### config.mk
export PLATFORM = sky130hd
export DESIGN_NAME = ifu_fetch_buf
export DESIGN_NICKNAME = d
export VERILOG_FILES = /design/src/rtl/ifu_fetch_buf.sv
export SDC_FILE = /design/constraint.sdc
export NUM_CORES = 1
export LEC_CHECK = 0
export CORE_AREA = 2 2 183 185
export CTS_CLUSTER_SIZE = 28
export DETAILED_ROUTE_END_ITERATION = 16
export DIE_AREA = 0 0 185 187
export GPL_TIMING_DRIVEN = 0
export PLACE_DENSITY_LB_ADDON = 0.08
export REMOVE_ABC_BUFFERS = 1
export SYNTH_ARGS = -nofsm -noshare
export SYNTH_HDL_FRONTEND = slang
export SYNTH_SLANG_ARGS = --single-unit
### constraint.sdc
create_clock -name clk -period 3.25 [get_ports clk]
set_input_delay 0.8125 -clock clk [delete_from_list [all_inputs] [get_ports clk]]
set_output_delay 0.8125 -clock clk [all_outputs]
set_load 0.02 [all_outputs]
### src/rtl/ifu_fetch_buf.sv
// Instruction fetch unit: owns the fetch PC, issues pipelined ROM reads, pairs words with PCs.
// Latency: response at cycle t is presented to decode at t+1; requests are issued combinationally.
// Backpressure: decode stall holds the head entry; new requests stop when every slot is owned.
module ifu_fetch_buf #(
  parameter int unsigned     XLEN     = 32,
  parameter int unsigned     DEPTH    = 4,
  parameter logic [XLEN-1:0] RESET_PC = '0
) (
  input  logic            clk,
  input  logic            rst_n,
  input  logic            jump_en_i,
  input  logic [XLEN-1:0] jump_addr_i,
  input  logic            hold_i,
  output logic            req_valid_o,
  input  logic            req_ready_i,
  output logic [XLEN-1:0] req_addr_o,
  input  logic            rsp_valid_i,
  input  logic [XLEN-1:0] rsp_data_i,
  output logic            out_valid_o,
  input  logic            out_ready_i,
  output logic [XLEN-1:0] out_pc_o,
  output logic [XLEN-1:0] out_inst_o
);

  localparam int unsigned AW      = (DEPTH > 1) ? $clog2(DEPTH) : 1;
  localparam int unsigned CW      = AW + 1;
  localparam logic [CW:0] DEPTH_W = (CW + 1)'(DEPTH);

  logic [XLEN-1:0]  fetch_pc;
  logic [XLEN-1:0]  pc_mem   [DEPTH];
  logic [XLEN-1:0]  inst_mem [DEPTH];
  logic [DEPTH-1:0] filled;

  logic [AW-1:0]    alloc_ptr;
  logic [AW-1:0]    fill_ptr;
  logic [AW-1:0]    head_ptr;
  logic [AW-1:0]    next_head;

  // used: allocated and not yet popped; pend: allocated and not yet filled;
  // drop_cnt: responses still owed for requests killed by a jump.
  logic [CW-1:0]    used;
  logic [CW-1:0]    pend;
  logic [CW-1:0]    drop_cnt;

  logic             accept;
  logic             fill_wr;
  logic             drop_rsp;
  logic             pop;
  logic             fill_next_head;
  logic             next_filled;

  // Request gating, response routing, pop, and the head entry visible after this cycle.
  always_comb begin
    req_valid_o    = rst_n && !hold_i && !jump_en_i &&
                     (({1'b0, used} + {1'b0, drop_cnt}) < DEPTH_W);
    req_addr_o     = fetch_pc;
    accept         = req_valid_o && req_ready_i;
    fill_wr        = rsp_valid_i && !jump_en_i && (drop_cnt == '0);
    drop_rsp       = rsp_valid_i && !jump_en_i && (drop_cnt != '0);
    pop            = out_valid_o && out_ready_i && !jump_en_i;
    next_head      = pop ? head_ptr + AW'(1) : head_ptr;
    fill_next_head = fill_wr && (fill_ptr == next_head);
    next_filled    = filled[next_head] || fill_next_head;
  end

  // Fetch PC, queue pointers, occupancy counters; a jump discards every entry and
  // converts each still-owed response into a drop.
  always_ff @(posedge clk or negedge rst_n) begin
    if (!rst_n) begin
      fetch_pc  <= RESET_PC;
      alloc_ptr <= '0;
      fill_ptr  <= '0;
      head_ptr  <= '0;
      used      <= '0;
      pend      <= '0;
      drop_cnt  <= '0;
      filled    <= '0;
    end else if (jump_en_i) begin
      fetch_pc  <= jump_addr_i;
      alloc_ptr <= '0;
      fill_ptr  <= '0;
      head_ptr  <= '0;
      used      <= '0;
      pend      <= '0;
      filled    <= '0;
      // The response arriving this cycle is discarded and settles one owed word.
      drop_cnt  <= drop_cnt + pend - CW'(rsp_valid_i);
    end else begin
      if (accept) begin
        alloc_ptr <= alloc_ptr + AW'(1);
        fetch_pc  <= fetch_pc + XLEN'(4);
      end
      if (fill_wr) begin
        fill_ptr         <= fill_ptr + AW'(1);
        filled[fill_ptr] <= 1'b1;
      end
      if (drop_rsp) begin
        drop_cnt <= drop_cnt - CW'(1);
      end
      if (pop) begin
        head_ptr         <= head_ptr + AW'(1);
        filled[head_ptr] <= 1'b0;
      end
      used <= used + CW'(accept) - CW'(pop);
      pend <= pend + CW'(accept) - CW'(fill_wr);
    end
  end

  // Entry payload storage; validity lives in 'filled', so no reset is needed here.
  always_ff @(posedge clk) begin
    if (accept) begin
      pc_mem[alloc_ptr] <= fetch_pc;
    end
    if (fill_wr) begin
      inst_mem[fill_ptr] <= rsp_data_i;
    end
  end

  // Registered decode interface: mirrors the head entry after this cycle's pop/fill,
  // bypassing a word that lands directly in the new head.
  always_ff @(posedge clk or negedge rst_n) begin
    if (!rst_n) begin
      out_valid_o <= 1'b0;
      out_pc_o    <= '0;
      out_inst_o  <= '0;
    end else if (jump_en_i) begin
      out_valid_o <= 1'b0;
    end else begin
      out_valid_o <= next_filled;
      if (next_filled) begin
        out_pc_o   <= pc_mem[next_head];
        out_inst_o <= fill_next_head ? rsp_data_i : inst_mem[next_head];
      end
    end
  end

endmodule

==> out/qor.txt, run 1 <==
Max Root-Sink Buffers: 3
number of synthesized flops with an enable pin: 256
HPWL Detailed: 21240 µm
worst-path maximum fanout: 21
Remaining Overflow, GRT: 0
slowest stage delay, CP: 0.60 ns
routability cong.: 0.7529
drc violations: 0
final total power: 14.01 mW
IO Port Bufs: 168
number of synthesized register bits: 372
Tmin final: 3.129 ns
count of final setup violators: 0
Hold Vio Cnt, Final: 0
Post-DRT Antenna Nets: 0
Sink Count: 372
via/cell ratio: 5.681
Non-Filler Instances: 1711
Boundary Pins: 169
routed vias: 9721
RR Startpoint: head_ptr[1]
Post-Syn Instances: 1033
die height: 187 µm
critical path type: flop to flop
drt total wl: 38090 µm
peak supply drop: 475.6 µV
share of cells above drive strength 1: 0.2019
Slowest cell on crit path: or4_1
Final Cycle Share: 0.9629
drt wl/cell: 22.26 µm
CP bufs+invs: 3
max cap viols: 0
Slew headroom: 0.05447
sequential-to-total area share from yosys stat: 0.6302
root buffer cell: clkbuf_16
Initial Util: 0.5113
critical path, cell by cell: buf_16 -> inv_1 -> ha_4 -> nor3_1 -> o21ai_0 -> o311ai_1 -> or4_1 -> a21o_4 -> buf_4 -> mux2_4
TritonCTS clock tree: yes
die area: 0.03460 mm²
ys async rst share: 0.3118
DR pass1 iterations: 5
Netlist cell types: 51
Worst Slack Setup Final: 0.1207 ns
site row count: 67
pwr dens: 669.3 mW/mm²
placed cell count: 1609
Total GRT Usage: 0.2258
first-pass GRT wire length: 58730 µm
top_reg_cell synth: edfxtp_1
Worst Max-Slew Pin Slew: 1.405 ns
outcome: finished clean
Setup WS pre-CTS: -2.602 ns
Die Span X: 185 µm
core box area: 0.03286 mm²
Nets: 1329
YS warnings: 0
Tightest Hold Check Type: input port to async pin
syn avg cell area: 16.27 µm²
largest net degree at the start of global routing: 50
most common cell after layout, fill and taps aside: edfxtp_1
Clock Skew: 0.01804 ns
critical path startpoint: head_ptr[1]
Max Freq: 0.3196 GHz
crit path DAT: 3.52 ns
CTS H-Tree Depth: 2
TNS Setup: 0 ns
required time of the worst setup path: 3.64 ns
initial antenna violation count: 0
Antenna Cells: 0
Pleak: 7.922 nW
clock slew at reported path FFs: 0.06 ns
worst skew pair latency: 0.53 ns
RSZ-0062 raised after global routing: true
crit end category: flop
CP top delay family: simple AND/OR/NAND/NOR gates
Slew Limit Fails: 0
Syn Std Cell Area: 0.01680 mm²
TritonCTS Buffers: 41
starting DRC count in detailed routing: 535
Hold Slack: 0.1417 ns
CP Launch Type: flop
Layout area overhead: 24.59%
commonest non-fill, non-tap cells in the layout: edfxtp_1, clkdlybuf4s50_1, mux2i_1
vias in the first global route: 10010
==> layout make-up <==
type / count / area [µm²]
Clock inverter: 18 / 242.7
Tap cell: 448 / 560.5
Sequential cell: 372 / 10600
Fill cell: 2436 / 11930
Clock buffer: 57 / 1106
Timing Repair inverter: 3 / 21.27
Inverter: 52 / 214.0
Timing Repair Buffer: 204 / 2316
Multi-Input combinational cell: 557 / 5878
==> stage by stage <==
step / utilization / instance area [µm²]
after detailed placement: 0.5845 / 19210
after floorplan: - / 16530
after global routing: 0.6371 / 20940
after global placement: 0.5712 / 18770
after CTS: 0.6355 / 20890
final: 0.6371 / 20940
==> cell usage after synthesis (2+ instances only) <==
library cell,number,share of area
a21o_1,2,0.00089
a21oi_1,7,0.0021
a221o_1,9,0.0054
a311oi_1,4,0.0021
a31oi_1,10,0.0037
and2_1,11,0.0041
and3_1,9,0.0034
buf_1,11,0.0025
buf_2,16,0.0048
buf_6,6,0.0040
clkbuf_1,22,0.0049
dfrtp_1,116,0.17
edfxtp_1,256,0.46
fa_1,3,0.0036
ha_1,24,0.018
inv_1,50,0.011
mux2_2,17,0.011
mux2_4,49,0.044
mux2i_1,163,0.097
mux4_2,64,0.086
nand2_1,40,0.0089
nand3_1,18,0.0054
nand4_1,4,0.0015
nor2_1,26,0.0058
nor2b_1,5,0.0019
nor3_1,3,0.00089
nor3b_1,5,0.0022
nor4_1,6,0.0022
o211ai_1,2,0.00089
o21ai_0,32,0.0095
o311ai_0,7,0.0036
o311ai_1,3,0.0016
o31ai_1,3,0.0013
or3_1,2,0.00074
or4_1,3,0.0013
xnor2_1,8,0.0042
xor2_1,3,0.0016
==> worst register-to-register path, stage by stage, from the launching register on <==
cell and delay [ns]:
dfrtp_4 0.48, buf_16 0.21, inv_1 0.18, ha_4 0.31
nor3_1 0.05, o21ai_0 0.18, o311ai_1 0.13, or4_1 0.60
a21o_4 0.27, buf_4 0.23, mux2_4 0.36
==> logic make-up after synthesis <==
kind of cell | synth area share
muxes | 0.2389
and+or+nand+nor | 0.04229
AOI/OAI and AO/OA | 0.03224
xor gates and xnor gates | 0.006702
buffers and inverters | 0.02822
adders and majority gates | 0.02144
DFF | 0.6302
==> power by group <==
group | switching (mW) | total [mW] | internal (mW)
Combinational | 1.47 | 3.26 | 1.79
Clock | 1.80 | 4.65 | 2.86
Sequential | 0.435 | 6.10 | 5.66
Total | 3.70 | 14.0 | 10.3
==> worst paths after layout <==
check / to / slack, ns / depth (start not counted)
min: out_inst_o[7] / 0.14 / 1
min reg2reg: out_inst_o[28] / 0.50 / 1
min in group clk: out_inst_o[28] / 0.50 / 1
max reg2reg: out_inst_o[8] / 0.12 / 10
max in group asynchronous: req_addr_o[2] / 2.42 / 2
max: out_inst_o[8] / 0.12 / 10
==> flip-flops by register name, indices dropped and copies added, names as in the netlist, 3 cells and up <==
register / flops
out_pc_o: 32
inst_mem: 128
used: 3
drop_cnt: 3
pend: 3
req_addr_o: 32
pc_mem: 128
out_inst_o: 32
filled: 4
==> repair_timing <==
| item | CTS | global route |
|---|---|---|
| cloned | 9 | 1 |
| hold buffers | 0 | 0 |
| setup endpoints to repair | 202 | 59 |
| pin swaps | 5 | 2 |
| resized for setup | 16 | 4 |
| setup buffers | 14 | 3 |
| hold endpoints to repair | 0 | 0 |
==> routing by layer <==
metal	share of wire	routed length, µm	GRT usage
met5	0	0	0
met4	0.019	731	0.04915
met3	0.057	2174	0.04712
met2	0.50	18900	0.3767
met1	0.43	16280	0.3078
Power figures use the tool's default switching activity.
==> inputs of run 2 (changes only) <==
Settings changed: RECOVER_POWER set to 25.
==> out/qor.txt, run 2 (same netlist as run 1, synthesis figures left out) <==
outcome: finished, violations left
failing checks: capacitance limit, slew limit
Initial Util: 0.5113 (unchanged)
via/cell ratio: 5.681 (unchanged)
pwr dens: 670.5 mW/mm² (+0.18%)
IO Port Bufs: 168 (unchanged)
commonest non-fill, non-tap cells in the layout: edfxtp_1, clkdlybuf4s50_1, mux2i_1
largest net degree at the start of global routing: 50 (unchanged)
Slew Limit Fails: 22 (+22)
drt wl/cell: 22.27 µm (about the same)
Slowest cell on crit path: or4_1
root buffer cell: clkbuf_16
Clock Skew: 0.01736 ns (-0.0006759 ns)
worst skew pair latency: 0.53 ns (about the same)
HPWL Detailed: 21240 µm (unchanged)
CP top delay family: simple AND/OR/NAND/NOR gates
Tmin final: 3.127 ns (-0.002290 ns)
Non-Filler Instances: 1711 (unchanged)
count of final setup violators: 0 (unchanged)
drc violations: 0 (unchanged)
CTS H-Tree Depth: 2 (unchanged)
first-pass GRT wire length: 58730 µm (unchanged)
Layout area overhead: 24.26%
Worst Slack Setup Final: 0.1230 ns (+0.002290 ns)
Post-DRT Antenna Nets: 0 (unchanged)
die height: 187 µm (unchanged)
Largest regs: inst_mem x128, pc_mem x128
crit end category: flop
core box area: 0.03286 mm² (unchanged)
Max Root-Sink Buffers: 3 (unchanged)
vias in the first global route: 10010 (unchanged)
TritonCTS Buffers: 41 (unchanged)
routed vias: 9721 (unchanged)
CP Launch Type: flop
Remaining Overflow, GRT: 0 (unchanged)
die area: 0.03460 mm² (unchanged)
Slew headroom: -0.01668 (-0.07115)
routability cong.: 0.7529 (unchanged)
share of cells above drive strength 1: 0.2011 (-0.0007918)
required time of the worst setup path: 3.64 ns (about the same)
clock slew at reported path FFs: 0.06 ns (about the same)
worst-path maximum fanout: 21 (unchanged)
Setup WS pre-CTS: -2.602 ns (unchanged)
critical path, cell by cell: buf_16 -> inv_1 -> ha_4 -> nor3_1 -> o21ai_0 -> o311ai_1 -> or4_1 -> a21o_4 -> buf_4 -> mux2_4
TritonCTS clock tree: yes
RSZ-0062 raised after global routing: true
DR pass1 iterations: 4 (-1)
peak supply drop: 475.5 µV (about the same)
critical path type: flop to flop
initial antenna violation count: 0 (unchanged)
Pleak: 7.888 nW (-0.42%)
Hold Vio Cnt, Final: 0 (unchanged)
starting DRC count in detailed routing: 537 (+0.37%)
slowest stage delay, CP: 0.60 ns (about the same)
drt total wl: 38100 µm (about the same)
CP bufs+invs: 3 (unchanged)
Total GRT Usage: 0.2258 (unchanged)
Hold Buf Count CTS: 0 (unchanged)
Final Cycle Share: 0.9621 (about the same)
Die Span X: 185 µm (unchanged)
most common cell after layout, fill and taps aside: edfxtp_1
Worst Max-Slew Pin Slew: 1.525 ns (+0.1197 ns)
placed cell count: 1609 (unchanged)
site row count: 67 (unchanged)
Boundary Pins: 169 (unchanged)
max cap viols: 1 (+1)
Filler cells: 2440 (+0.16%)
Tightest Hold Check Type: input port to async pin
crit path DAT: 3.52 ns (about the same)
Max Freq: 0.3198 GHz (about the same)
Sink Count: 372 (unchanged)
Antenna Cells: 0 (unchanged)
Nets: 1329 (unchanged)
==> run 2: routing by layer <==
metal,up-vias,global-route usage,part of all wire
li1,4391,-,-
met1,5022,0.3078,0.43
met2,255,0.3767,0.50
met3,53,0.04712,0.056
met4,0,0.04915,0.019
met5,-,0,0
==> run 2: final cells by class <==
class	instances	area, µm²	share of cell area
clock buffers	57	1106	0.05297
clock inverters	18	242.7	0.01163
inverters	52	214.0	0.01025
multi-input cells	557	5878	0.2815
flip-flops and latches	372	10600	0.5076
well taps	448	560.5	0.02685
repair buffers	204	2260	0.1082
repair inverters	3	21.27	0.001019
==> run 2: repair_timing <==
action | 4_1_cts | 5_1_grt
gates resized for setup | 16 | 4
gates cloned | 9 | 1
endpoints found under the hold margin | 0 | 0
endpoints found under the setup margin | 202 | 59
buffers inserted | 14 | 3
pin swaps | 5 | 2
==> run 2: worst paths after layout <==
check,cells past startpoint,slack [ns],to,startpoint
max,10,0.12,out_inst_o[8],head_ptr[1]
min reg2reg,1,0.50,out_inst_o[28],out_inst_o[28]
max in group asynchronous,2,1.41,drop_cnt[0],rst_n
max reg2reg,10,0.12,out_inst_o[8],head_ptr[1]
min in group clk,1,0.50,out_inst_o[28],out_inst_o[28]
min,1,0.14,out_inst_o[7],rst_n
==> run 2: report_power, final <==
part	internal (mW)	leakage, nW	total, mW	switching (mW)
logic	1.79	3.50	3.25	1.47
registers	5.66	3.74	6.10	0.434
clock network	2.86	0.651	4.65	1.79
total	10.3	7.89	14.0	3.70
==> run 2: through the flow <==
step / hold slack, ns / TNS (ns) / total power [mW] / instance area (µm²) / utilization
after floorplan: 0.4781 / -449.73 / 7.942 / 16530 / -
after global placement: 0.4871 / -2641.81 / 9.380 / 18770 / 0.5712
after detailed placement: 0.4935 / -300.17 / 9.396 / 19210 / 0.5845
after CTS: 0.1498 / 0 / 14.13 / 20890 / 0.6355
after global routing: 0.1380 / 0 / 14.60 / 20880 / 0.6354
final: 0.1417 / 0 / 14.00 / 20880 / 0.6354
==> run 2: worst reg2reg max path, delay by kind of cell, from the launching register on <==
family,cells,cell delay (ns)
DFF,1,0.48
adders and majority gates,1,0.31
and+or+nand+nor,2,0.65
AOI/OAI and AO/OA,3,0.58
muxes,1,0.36
buffers and inverters,3,0.62
